File: config.mk
export PLATFORM = sky130hd
export DESIGN_NAME = mig_frame_writer
export DESIGN_NICKNAME = d
export VERILOG_FILES = /design/src/rtl/mig_frame_writer.sv
export SDC_FILE = /design/constraint.sdc
export NUM_CORES = 1
export LEC_CHECK = 0
export CORE_MARGIN = 5
export CORE_UTILIZATION = 39
export DETAILED_ROUTE_END_ITERATION = 7
export GPL_TIMING_DRIVEN = 0
export HOLD_SLACK_MARGIN = 0.12
export PLACE_DENSITY = 0.93
export SYNTH_ARGS = -nofsm -noshare
export SYNTH_HDL_FRONTEND = slang
export SYNTH_SLANG_ARGS = --single-unit
File: constraint.sdc
create_clock -name clk0 -period 5.1 [get_ports clk0]
set_input_delay 0.51 -clock clk0 [delete_from_list [all_inputs] [get_ports clk0]]
set_output_delay 0.51 -clock clk0 [all_outputs]
set_load 0.05 [all_outputs]
File: src/rtl/mig_frame_writer.sv
// mig_frame_writer
//   Streams renderer words into one MIG write port. After calibration it
//   pushes words into the MIG write FIFO, issues a burst write command every
//   BURST_LEN beats (or at frame end), and cycles through NUM_BUFS frame
//   buffers, publishing the base of each finished buffer on display_base.
// Ports:
//   clk0, reset                 MIG user clock, sync active-high reset
//   calib_done                  async calibration flag (2-flop synchronised)
//   src_data/valid/last/ready   renderer stream (ready/valid handshake)
//   wr_en/wr_data/wr_mask/wr_full            MIG write-data FIFO
//   cmd_en/instr/bl/byte_addr/cmd_full       MIG command FIFO
//   display_base, frame_done    last completed buffer base, 1-cycle pulse
//   short_frame                 sticky: a frame ended early on src_last
//   busy                        burst or frame turnaround in progress
module mig_frame_writer #(
  parameter int              DATA_W      = 64,
  parameter int              ADDR_W      = 30,
  parameter int              BURST_LEN   = 16,
  parameter int              FRAME_WORDS = 38400,
  parameter int              NUM_BUFS    = 2,
  parameter logic [ADDR_W-1:0] BASE_ADDR  = '0,
  parameter logic [ADDR_W-1:0] BUF_STRIDE = 'h50000
) (
  input  logic                  clk0,
  input  logic                  reset,
  input  logic                  calib_done,
  input  logic [DATA_W-1:0]     src_data,
  input  logic                  src_valid,
  input  logic                  src_last,
  output logic                  src_ready,
  output logic                  wr_en,
  output logic [DATA_W-1:0]     wr_data,
  output logic [DATA_W/8-1:0]   wr_mask,
  input  logic                  wr_full,
  output logic                  cmd_en,
  output logic [2:0]            cmd_instr,
  output logic [5:0]            cmd_bl,
  output logic [ADDR_W-1:0]     cmd_byte_addr,
  input  logic                  cmd_full,
  output logic [ADDR_W-1:0]     display_base,
  output logic                  frame_done,
  output logic                  short_frame,
  output logic                  busy
);
  localparam int OFF_W  = $clog2(FRAME_WORDS + 1);
  localparam int BEAT_W = 7;
  localparam int BYTES  = DATA_W / 8;

  typedef enum logic [1:0] {WAIT_CAL, FILL, CMD, FLIP} state_t;

  state_t              r_state, w_state_n;
  logic                r_cal_s1, r_cal_s2;
  logic [BEAT_W-1:0]   r_beats;
  logic [OFF_W-1:0]    r_word_off;
  logic [1:0]          r_buf_idx;
  logic                r_frame_end;
  logic [ADDR_W-1:0]   r_display_base;
  logic                r_short;

  logic                w_accept;
  logic [BEAT_W-1:0]   w_beats_inc;
  logic [BEAT_W-1:0]   w_bl_full;
  logic [OFF_W-1:0]    w_off_inc;
  logic                w_burst_full, w_frame_full, w_close;
  logic [ADDR_W-1:0]   w_buf_base, w_burst_off;

  assign w_beats_inc  = r_beats + BEAT_W'(1);
  assign w_off_inc    = r_word_off + OFF_W'(1);
  assign w_burst_full = (w_beats_inc == BEAT_W'(BURST_LEN));
  assign w_frame_full = (w_off_inc == OFF_W'(FRAME_WORDS));
  // src_last coinciding with the full word count closes the frame only once
  assign w_close      = w_burst_full || src_last || w_frame_full;
  assign w_accept     = src_valid && src_ready;
  assign w_bl_full    = r_beats - BEAT_W'(1);

  // all address math in ADDR_W bits, so it wraps modulo 2^ADDR_W
  assign w_buf_base  = BASE_ADDR + ADDR_W'(r_buf_idx) * BUF_STRIDE;
  assign w_burst_off = ADDR_W'(r_word_off - OFF_W'(r_beats)) * ADDR_W'(BYTES);

  // data path is a pass-through; zero outside pushes keeps idle bus quiet
  assign wr_en         = w_accept;
  assign wr_data       = w_accept ? src_data : '0;
  assign wr_mask       = '0;
  assign cmd_instr     = 3'b000;
  assign cmd_bl        = (r_state == CMD) ? w_bl_full[5:0] : 6'd0;
  assign cmd_byte_addr = (r_state == CMD) ? (w_buf_base + w_burst_off) : '0;
  assign display_base  = r_display_base;
  assign short_frame   = r_short;
  assign busy          = !((r_state == WAIT_CAL) ||
                           ((r_state == FILL) && (r_beats == '0)));

  always_comb begin
    w_state_n  = r_state;
    src_ready  = 1'b0;
    cmd_en     = 1'b0;
    frame_done = 1'b0;
    case (r_state)
      WAIT_CAL: if (r_cal_s2) w_state_n = FILL;
      FILL: begin
        src_ready = !wr_full && (r_beats < BEAT_W'(BURST_LEN));
        if (src_valid && src_ready && w_close) w_state_n = CMD;
      end
      CMD: begin
        cmd_en = !cmd_full;
        if (!cmd_full) w_state_n = r_frame_end ? FLIP : FILL;
      end
      FLIP: begin
        frame_done = 1'b1;
        w_state_n  = FILL;
      end
      default: w_state_n = WAIT_CAL;
    endcase
  end

  always_ff @(posedge clk0) begin
    if (reset) begin
      r_state        <= WAIT_CAL;
      r_cal_s1       <= 1'b0;
      r_cal_s2       <= 1'b0;
      r_beats        <= '0;
      r_word_off     <= '0;
      r_buf_idx      <= '0;
      r_frame_end    <= 1'b0;
      r_display_base <= BASE_ADDR;
      r_short        <= 1'b0;
    end else begin
      r_cal_s1 <= calib_done;
      r_cal_s2 <= r_cal_s1;
      r_state  <= w_state_n;
      case (r_state)
        FILL: if (w_accept) begin
          r_beats    <= w_beats_inc;
          r_word_off <= w_off_inc;
          if (w_close) r_frame_end <= src_last || w_frame_full;
        end
        CMD: if (!cmd_full) r_beats <= '0;
        FLIP: begin
          r_display_base <= w_buf_base;
          r_buf_idx      <= (r_buf_idx == 2'(NUM_BUFS - 1)) ? 2'd0 : r_buf_idx + 2'd1;
          r_word_off     <= '0;
          r_frame_end    <= 1'b0;
          if (r_word_off < OFF_W'(FRAME_WORDS)) r_short <= 1'b1;
        end
        default: ;
      endcase
    end
  end
endmodule
==> results by group <==
Outcome
  • Status: finished clean

STA
  • Worst Clk Skew: 0.00549 ns
  • Final Critical Period: between 4 and 5 ns
  • Final worst slack: ~0.36 ns
  • Fin Setup TNS: 0 ns
  • Worst-Margin Slew: approximately 0.62 ns
  • Slew margin rel.: 0.584
  • Final Hold Slack: 0.449 ns
  • Hold Vio Cnt, Final: 0
  • Peak Freq: 211 MHz
  • Final Cycle Share: 0.930
  • Setup-failing EPs final: 0
  • Final slew viol count: 0
  • Unrepaired setup endpoints after global routing: no

Worst setup path
  • Reg-to-reg startpoint: r_word_off[0]
  • CP startpoint: r_word_off[0]
  • Nature of the critical path startpoint: flop
  • CP Max Fanout: 10
  • Worst Path Required: around 4.6 ns
  • Crit end category: output port
  • Worst EP arrival: 4.23 ns
  • Critical path class: reg2out

Floorplan
  • Starting Density: 0.397
  • Die width: approximately 110 um
  • Rows: 35
  • Die area: around 0.011 mm2
  • Ports: about 220
  • Die H: about 110 um
  • Core area: 0.00915 mm2

Synthesis
  • Commonest cells in the netlist: and2_1 (66), nor2_1 (58), buf_4 (52), dfxtp_1 (33), nand2_1 (30)
  • Area leader, netlist: dfxtp_1
  • Synth unique cells: between 50 and 60
  • Synth async-reset ratio: 0
  • Count leader, synth: and2_1
  • Main synth FF type: dfxtp_1
  • Top cells by area, synth: dfxtp_1 (18%), and2_1 (11%), buf_4 (11%), ha_1 (7.9%), nor2_1 (6.0%)
  • Post-Synthesis Cells: just over 500
  • Synth top area share: 0.182
  • Syn. warnings: 0
  • Post-Syn Area: approximately 0.0036 mm2
  • EDFF count, synth: 0
  • Share of the yosys chip area belonging to registers: 0.182
  • #FFs+latches synth: 33
  • Avg Inst Size Synth: around 7.2 um2

Job
  • Number of max-cap violations: 0

Route
  • 1st-iter DRT viols: approximately 300
  • DR vias/cell: 4.98
  • DR WL/cell: roughly 15 um
  • Vias: 4192
  • Routed Wire Length: approximately 13000 um
  • DR DRC count: 0
  • Antenna-violating nets left: 0
  • First-pass iteration count of the detailed router: 5

Global route
  • Global-route wire length before repair: about 20000 um
  • Vias in the first global route: 3989
  • Gr ovfl total: 0
  • Initial antenna violation count: 0
  • Gr usage total: 0.216
  • Largest net degree at the start of global routing: 11

Place
  • Placed cell count: 834
  • Final GP Congestion: slightly below 0.9
  • Final HPWL DP: about 11000 um
  • I/O Buffers: between 150 and 200
  • Setup WS pre-CTS: -0.300 ns

Clock network
  • TritonCTS Sinks: 33
  • Number of CTS-inserted buffers: 5
  • CTS tree: built
  • CTS Root Cell: clkbuf_8
  • Cts hold-fix bufs: 0
  • Post-CTS Setup Bufs: 0
  • Clock buffer depth: 2
  • Clk slew on worst S/H paths: 0.07 ns
  • Worst-skew pair later-pin latency: between 0.2 and 0.3 ns
  • # H-tree levels: 2

Finish
  • Share of layout cells above drive strength 1: 0.126
  • Layout Nets: 825
  • Area Overhead vs Synth: 57.4%
  • Post-route insts no fill: approximately 840
  • Antenna Cells: 0

Power
  • Final Power: about 0.88 mW
  • Leakage: between 2 and 2.5 nW
  • Peak VDD IR: around 0.086 mV
  • Pwr Density: ~150 mW/mm2

Hold path
  • Hold Crit Start: r_cal_s1
  • Worst Hold Class: reg2reg
==> timing repair <==
item	CTS	global route
pin swaps	0	1
gates resized for setup	26	27
cloned	0	0
setup endpoints to repair	13	13
hold endpoints to repair	0	0
==> metrics by stage <==
stage / cell area [um2] / util
global placement: 5680 / 0.621
detailed placement: 5680 / 0.621
floorplan: 3780 / -
global route: 5720 / 0.625
CTS: 5770 / 0.630
finish: 5720 / 0.625
==> cell type report <==
type | count | area, um2
clock inverter | 2 | 10.0
buffer | 85 | 544
inverter | 20 | 75.1
fill | 778 | 3430
clock buffer | 6 | 72.6
tap | 111 | 139
timing repair buffer | 176 | 1710
sequential | 33 | 661
multi-input combinational | 408 | 2510
==> cell families (layout without fill, tap and decap cells) <==
group | after synthesis | after routing | share of synthesized area
AOI/OAI and AO/OA | 86 | 86 | 0.153
xor gates and xnor gates | 16 | 16 | 0.0385
adders and majority gates | 25 | 25 | 0.0902
buffers and inverters | 106 | 289 | 0.171
DFF | 33 | 33 | 0.182
muxes | 3 | 3 | 0.00860
other | 1 | 40 | 0.00103
and+or+nand+nor | 238 | 238 | 0.355
==> critical path: stages, from the launching register on <==
cell and delay (ns):
dfxtp_1 0.36, buf_2 0.20, inv_1 0.11, ha_1 0.20, fa_1 0.41, nor2b_1 0.19, o21ai_1 0.11, a21boi_1 0.18
o21a_1 0.19, o21a_4 0.21, or3_1 0.18, xor2_1 0.21, fa_1 0.45, nor2_1 0.11, clkdlybuf4s50_1 0.82
==> power by group <==
part	total, mW	leakage, nW	internal [mW]	switching [mW]
Sequential	0.268	0.266	0.263	0.00574
Combinational	0.418	2.06	0.160	0.259
Clock	0.193	0.0450	0.0945	0.0986
Total	0.880	2.37	0.517	0.363
==> routing by layer <==
| metal | vias to the layer above | share of wire | GRT usage |
|---|---|---|---|
| met4 | 0 | 0.030 | 0.0831 |
| met5 | - | 0 | 0 |
| met3 | 27 | 0.087 | 0.0565 |
| li1 | 2062 | - | - |
| met2 | 215 | 0.54 | 0.434 |
| met1 | 1888 | 0.34 | 0.206 |
==> worst paths after layout <==
| kind | endpoint | slack, ns | cells past startpoint |
|---|---|---|---|
| max reg2reg | r_state[1] | 2.28 | 9 |
| max | cmd_byte_addr[17] | 0.36 | 14 |
| min | r_cal_s2 | 0.45 | 1 |
| min reg2reg | r_cal_s2 | 0.45 | 1 |
==> layout by cell type, fill, tap and decap left out, drive strengths merged, types with 6 or more instances in the layout <==
cell type,netlist,final
nand2,30,30
nor3,22,22
a21oi,27,27
or3,6,6
clkdlybuf4s50,0,164
nand2b,6,6
inv,19,19
clkbuf,25,33
o21ai,20,20
nand4,7,7
a311oi,7,7
xnor2,12,12
dfxtp,33,33
nor2b,7,7
nor2,59,59
ha,23,23
conb,1,40
buf,61,68
and2,66,66
nand3,10,10
==> flip-flops by register name, summed over array words and instances, names as in the netlist <==
register	flops
display_base	2
r_beats	7
r_buf_idx	2
r_cal_s1	1
r_cal_s2	1
r_frame_end	1
r_state	2
r_word_off	16
short_frame	1
Note: power is estimated with default switching activity, not from simulation.
